## config.mk

```make
export PLATFORM = sky130hd
export DESIGN_NAME = pc_fetch_controller
export DESIGN_NICKNAME = d
export VERILOG_FILES = /design/src/rtl/pc_ctrl_pkg.sv /design/src/rtl/fetch_watchdog.sv /design/src/rtl/pc_fetch_controller.sv
export SDC_FILE = /design/constraint.sdc
export NUM_CORES = 1
export LEC_CHECK = 0
export CORE_MARGIN = 1
export CORE_UTILIZATION = 43
export CTS_BUF_LIST = sky130_fd_sc_hd__clkbuf_8 sky130_fd_sc_hd__clkbuf_16
export DETAILED_ROUTE_END_ITERATION = 8
export GPL_TIMING_DRIVEN = 0
export HOLD_SLACK_MARGIN = 0.03
export PLACE_DENSITY = 0.89
export SYNTH_ARGS = -nofsm -noshare
export SYNTH_HDL_FRONTEND = slang
export SYNTH_SLANG_ARGS = --single-unit
```

## constraint.sdc

```tcl
create_clock -name clk -period 3 [get_ports clk]
set_clock_uncertainty 0.15 [all_clocks]
set_input_delay 0.6 -clock clk [delete_from_list [all_inputs] [get_ports clk]]
set_output_delay 0.6 -clock clk [all_outputs]
set_load 0.02 [all_outputs]
```

## src/rtl/pc_ctrl_pkg.sv

```systemverilog
// Shared types and constants for the PC fetch controller.
package pc_ctrl_pkg;

  typedef enum logic [1:0] {
    ST_IDLE  = 2'd0,
    ST_REQ   = 2'd1,
    ST_VALID = 2'd2,
    ST_FAULT = 2'd3
  } fetch_state_t;

  localparam int unsigned PC_INCR          = 4;
  localparam logic [31:0] DEFAULT_RESET_PC = 32'h0040_0000;

endpackage

```

## src/rtl/fetch_watchdog.sv

```systemverilog
// Fetch watchdog: counts consecutive unacknowledged REQ cycles, clears when inactive.
// o_expire is combinational and fires on the cycle that would reach TIMEOUT_CYCLES.
module fetch_watchdog #(
  parameter int unsigned TIMEOUT_CYCLES = 255
) (
  input  logic clk,
  input  logic reset,
  input  logic i_active,
  output logic o_expire
);

  localparam int unsigned CW = $clog2(TIMEOUT_CYCLES + 1);
  localparam logic [CW-1:0] LAST = CW'(TIMEOUT_CYCLES - 1);

  logic [CW-1:0] r_cnt;

  always_ff @(posedge clk) begin
    if (reset || !i_active) begin
      r_cnt <= '0;
    end else begin
      r_cnt <= r_cnt + CW'(1);
    end
  end

  assign o_expire = i_active && (r_cnt == LAST);

endmodule

```

## src/rtl/pc_fetch_controller.sv

```systemverilog
// Instruction fetch sequencer (IDLE/REQ/VALID/FAULT); optional watchdog under FETCH_TIMEOUT_EN.
// One instruction per two cycles with zero-wait memory; stall holds VALID and its outputs.
module pc_fetch_controller
  import pc_ctrl_pkg::*;
#(
  parameter int unsigned N              = 32,
  parameter logic [N-1:0] RESET_PC      = N'(DEFAULT_RESET_PC),
  parameter int unsigned TIMEOUT_CYCLES = 255
) (
  input  logic         clk,
  input  logic         reset,
  output logic         imem_req,
  output logic [N-1:0] imem_addr,
  input  logic         imem_ack,
  input  logic [N-1:0] imem_rdata,
  input  logic         stall,
  input  logic         redirect_valid,
  input  logic [N-1:0] redirect_pc,
  output logic         instr_valid,
  output logic [N-1:0] instr,
  output logic [N-1:0] instr_pc,
  output logic [N-1:0] pc_value,
  output logic         fetch_fault
);

  localparam logic [N-1:0] ALIGN_MASK = ~N'(3);

  fetch_state_t r_state;
  logic [N-1:0] r_pc;
  logic [N-1:0] r_instr;
  logic [N-1:0] r_instr_pc;
  logic         r_imem_req;
  logic         r_instr_valid;
  logic         w_expire;

`ifdef FETCH_TIMEOUT_EN
  logic r_fault;
  logic w_wd_active;

  assign w_wd_active = (r_state == ST_REQ) && !imem_ack && !redirect_valid;

  fetch_watchdog #(
    .TIMEOUT_CYCLES(TIMEOUT_CYCLES)
  ) u_watchdog (
    .clk     (clk),
    .reset   (reset),
    .i_active(w_wd_active),
    .o_expire(w_expire)
  );

  assign fetch_fault = r_fault;
`else
  assign w_expire    = 1'b0;
  assign fetch_fault = 1'b0;
`endif

  always_ff @(posedge clk) begin
    if (reset) begin
      r_state       <= ST_IDLE;
      r_pc          <= RESET_PC;
      r_instr       <= '0;
      r_instr_pc    <= '0;
      r_imem_req    <= 1'b0;
      r_instr_valid <= 1'b0;
`ifdef FETCH_TIMEOUT_EN
      r_fault       <= 1'b0;
`endif
    end else begin
      case (r_state)
        ST_IDLE: begin
          r_state    <= ST_REQ;
          r_imem_req <= 1'b1;
        end
        ST_REQ: begin
          // Redirect wins over a same-cycle ack; the returned word is dropped.
          if (redirect_valid) begin
            r_pc <= redirect_pc & ALIGN_MASK;
          end else if (imem_ack) begin
            r_instr       <= imem_rdata;
            r_instr_pc    <= r_pc;
            r_pc          <= r_pc + N'(PC_INCR);
            r_state       <= ST_VALID;
            r_imem_req    <= 1'b0;
            r_instr_valid <= 1'b1;
          end else if (w_expire) begin
            r_state    <= ST_FAULT;
            r_imem_req <= 1'b0;
`ifdef FETCH_TIMEOUT_EN
            r_fault    <= 1'b1;
`endif
          end
        end
        ST_VALID: begin
          if (redirect_valid) begin
            r_pc          <= redirect_pc & ALIGN_MASK;
            r_state       <= ST_REQ;
            r_imem_req    <= 1'b1;
            r_instr_valid <= 1'b0;
          end else if (!stall) begin
            r_state       <= ST_REQ;
            r_imem_req    <= 1'b1;
            r_instr_valid <= 1'b0;
          end
        end
        default: begin
          r_state <= ST_FAULT;
        end
      endcase
    end
  end

  assign imem_req    = r_imem_req;
  assign imem_addr   = r_pc;
  assign pc_value    = r_pc;
  assign instr_valid = r_instr_valid;
  assign instr       = r_instr;
  assign instr_pc    = r_instr_pc;

endmodule

```

==> results.json <==
{
  "crit_buf_inv": 3,
  "maxCapViolCount": 0,
  "period_share": 0.912,
  "cts_inserted_buffers": 9,
  "crit_path_top_delay_cell": "clkdlybuf4s50_1",
  "end_kind": "flop",
  "dp_cells": 935,
  "drt_pass1_iterations": 5,
  "hold_viol": 0,
  "path_class": "primary input to flop",
  "grt_pass1_vias": 5036,
  "dpl.hpwl_mm": 11.8,
  "start_util": 0.450,
  "cts_setup_buffers": 0,
  "relSlewSlack": 0.514,
  "layout-drive-gt1-share": 0.107,
  "final_cells": 950,
  "fmax_mhz": 366,
  "wl_mm": 15.9,
  "crit_path_max_incr_delay_ns": 0.52,
  "switchingPower_w": 0.000999,
  "sw_frac_of_total": 0.328,
  "cts_resized": 0,
  "syn_avg_cell_area_um2": 7.84,
  "die_width_um": 107,
  "drc_errors": 0,
  "grt_pass1_wl_mm": 24.7,
  "p_int_w": 0.00205,
  "p_leak_nw": 2.51,
  "cts_tree": "yes",
  "finalSetupViolCount": 0,
  "design.core.area_mm2": 0.0105,
  "ys_types": 63,
  "num-nets-final": 883,
  "required_ns": 3.07,
  "grt_setup_unrepaired": "false",
  "grt-ovfl-total": 0,
  "slew_viol_final": 0,
  "clk_latency_ns": 0.36,
  "routed_via_density": 5.43,
  "peakVddDrop_mv": 0.210,
  "cp_common_cell": "clkbuf_1",
  "clkTransAtPathRegs_ns": 0.09,
  "fillers": 882,
  "synth_cells": 603,
  "syn_area_mm2": 0.00472,
  "via_count": 5159,
  "grt_usage": 0.274,
  "final.setup.tns_ns": 0,
  "combPwrFrac": 0.276,
  "rows": 37,
  "io_pins": 200,
  "cts_hold_buffers": 0,
  "cts_root_buffer": "clkbuf_8",
  "synth-async-reset-ratio": 0,
  "area_growth_pct": 47.9,
  "r2r_slack_ns": 0.43,
  "worstSetupStartpointType": "primary input",
  "crit_chain": "clkdlybuf4s50_1 > clkbuf_1 > o21ai_2 > clkbuf_1 > nor2_1 > mux2i_1 > o22ai_1",
  "antenna_found_initial": 0,
  "hp-class": "flop to flop",
  "place_congestion": 0.920,
  "drt-wirelength-per-cell_um": 16.7,
  "seqPwrFrac": 0.471,
  "io_buffers": 190,
  "period_needed_ns": 2.73,
  "status": "finished, final reports clean",
  "crit_family": "buffers and inverters",
  "setup_ws_ns": 0.265,
  "crit_fanout": 10,
  "first_iter_violations": 360,
  "cts-htree-levels": 3,
  "die-area_mm2": 0.0114,
  "worst_pin_slew_ns": 0.726,
  "synth_flop_cell": "dfxtp_1",
  "n_antenna_cell": 0,
  "ys.warnings.count": 0,
  "grt_start_max_net_pins": 17,
  "dpl_worst_slack_ns": -0.0690,
  "whs_ns": 0.309,
  "placed_area_mm2": 0.00682,
  "ys_seq_elements": 96,
  "seq_area_frac_synth": 0.407,
  "clock_power_share": 0.253,
  "ant_nets": 0,
  "clk_path_buf_depth": 2,
  "fp.dieH_um": 107,
  "finalInstanceArea_mm2": 0.00699,
  "worstPathArrival_ns": 2.80,
  "power_density_mw_per_mm2": 436,
  "synth_edf_count": 0,
  "clock-sinks": 96
}
-- synth_stat cells, drive strengths merged (2+ instances only) --
master  count  area share
and4        5      0.0095
and3        4      0.0056
o22ai       4      0.0053
nor3        7       0.014
and2        4      0.0058
ha          4       0.011
a311oi      4      0.0074
a311o       2      0.0042
o21ai      14       0.016
a22oi       4      0.0064
mux2i       3      0.0064
o21a        2      0.0032
nor2b       3      0.0040
nand3b      2      0.0032
nor4        6      0.0079
a22o        2      0.0040
o211ai      3      0.0048
dfxtp      96        0.41
a21oi      82       0.087
a32oi       9       0.017
or4         4      0.0064
a31oi       6      0.0079
nand4b      2      0.0037
nand2     152        0.12
clkbuf     28       0.026
buf        54       0.083
inv         4      0.0032
or3         6      0.0079
a32o        2      0.0042
nand4      14       0.020
nand3      20       0.028
o31ai       3      0.0048
or2         6      0.0079
nor3b       3      0.0048
nor2       27       0.021
o31a        2      0.0037
-- area by class of cell --
cell class,instances,area [µm²],share of cell area
Tap cell,136,170,0.0244
Sequential cell,96,1920,0.275
Multi-Input combinational cell,427,2290,0.328
Clock inverter,6,43.8,0.00627
Inverter,4,15.0,0.00215
Timing Repair Buffer,190,1900,0.272
Clock buffer,9,124,0.0177
Buffer,82,517,0.0740
-- worst register-to-register path, cell delays in order (launching register included) --
cell	delay (ns)
dfxtp_1	0.39
inv_1	0.06
ha_1	0.20
buf_6	0.14
or2_1	0.22
buf_2	0.15
o21ai_2	0.23
clkbuf_1	0.50
nor2_1	0.08
mux2i_1	0.18
o22ai_1	0.13
-- routing by layer --
| layer | vias up | global-route usage | routed length (µm) |
|---|---|---|---|
| met5 | - | 0 | 0 |
| met4 | 0 | 0.132 | 399 |
| met3 | 35 | 0.0310 | 1120 |
| met2 | 243 | 0.474 | 7810 |
| met1 | 2402 | 0.338 | 6530 |
| li1 | 2479 | - | - |
-- power groups by stage --
stage / Combinational [W] / Clock (W) / Sequential [W]
3_3_place_gp: 0.000817 / 0 / 0.00146
4_1_cts: 0.000837 / 0.000782 / 0.00143
2_1_floorplan: 0.000385 / 0 / 0.00151
5_1_grt: 0.000896 / 0.000833 / 0.00145
6_report: 0.000841 / 0.000770 / 0.00144
3_5_place_dp: 0.000834 / 0 / 0.00146
-- registers in the layout, summed over array words and instances (netlist names) --
name	count
imem_addr	30
instr_pc	30
imem_req	1
r_state	2
instr	32
instr_valid	1
-- path summary, 6_finish.rpt --
check / startpoint / to / cells after the start
worst max register to register: r_state[0] / imem_addr[11] / 10
worst min-delay path: instr_pc[6] / instr_pc[6] / 2
worst max-delay path: redirect_valid / imem_addr[11] / 7
worst min register to register: instr_pc[6] / instr_pc[6] / 2
-- layout by cell type, fill, tap and decap left out, drive strengths merged, types with 4 or more instances in the layout --
cell / instances
clkdlybuf4s50: 190
nand2: 152
dfxtp: 96
a21oi: 82
buf: 54
clkbuf: 37
nor2: 27
nand3: 20
nand4: 14
o21ai: 14
a32oi: 9
conb: 7
inv: 7
nor3: 7
nor4: 6
a31oi: 6
or3: 6
or2: 6
and4: 5
or4: 4
o22ai: 4
a311oi: 4
a22oi: 4
ha: 4
and3: 4
and2: 4
-- cells by family (layout without fill, tap and decap cells) --
family,Yosys count,after routing,synth area share
other,1,7,0.000794
adder cells (fa/ha/maj),4,4,0.0106
AND/OR/NAND/NOR,266,266,0.273
AO/OA/AOI/OAI,146,146,0.188
buffers and inverters,86,291,0.113
flip-flops,96,96,0.407
multiplexers,4,4,0.00874
-- per-stage QoR --
| step | power (W) | utilization |
|---|---|---|
| floorplan | 0.00190 | - |
| global placement | 0.00227 | 0.649 |
| detailed placement | 0.00230 | 0.649 |
| CTS | 0.00305 | 0.665 |
| global route | 0.00318 | 0.665 |
| finish | 0.00305 | 0.665 |
Note: power is estimated with default switching activity, not from simulation.
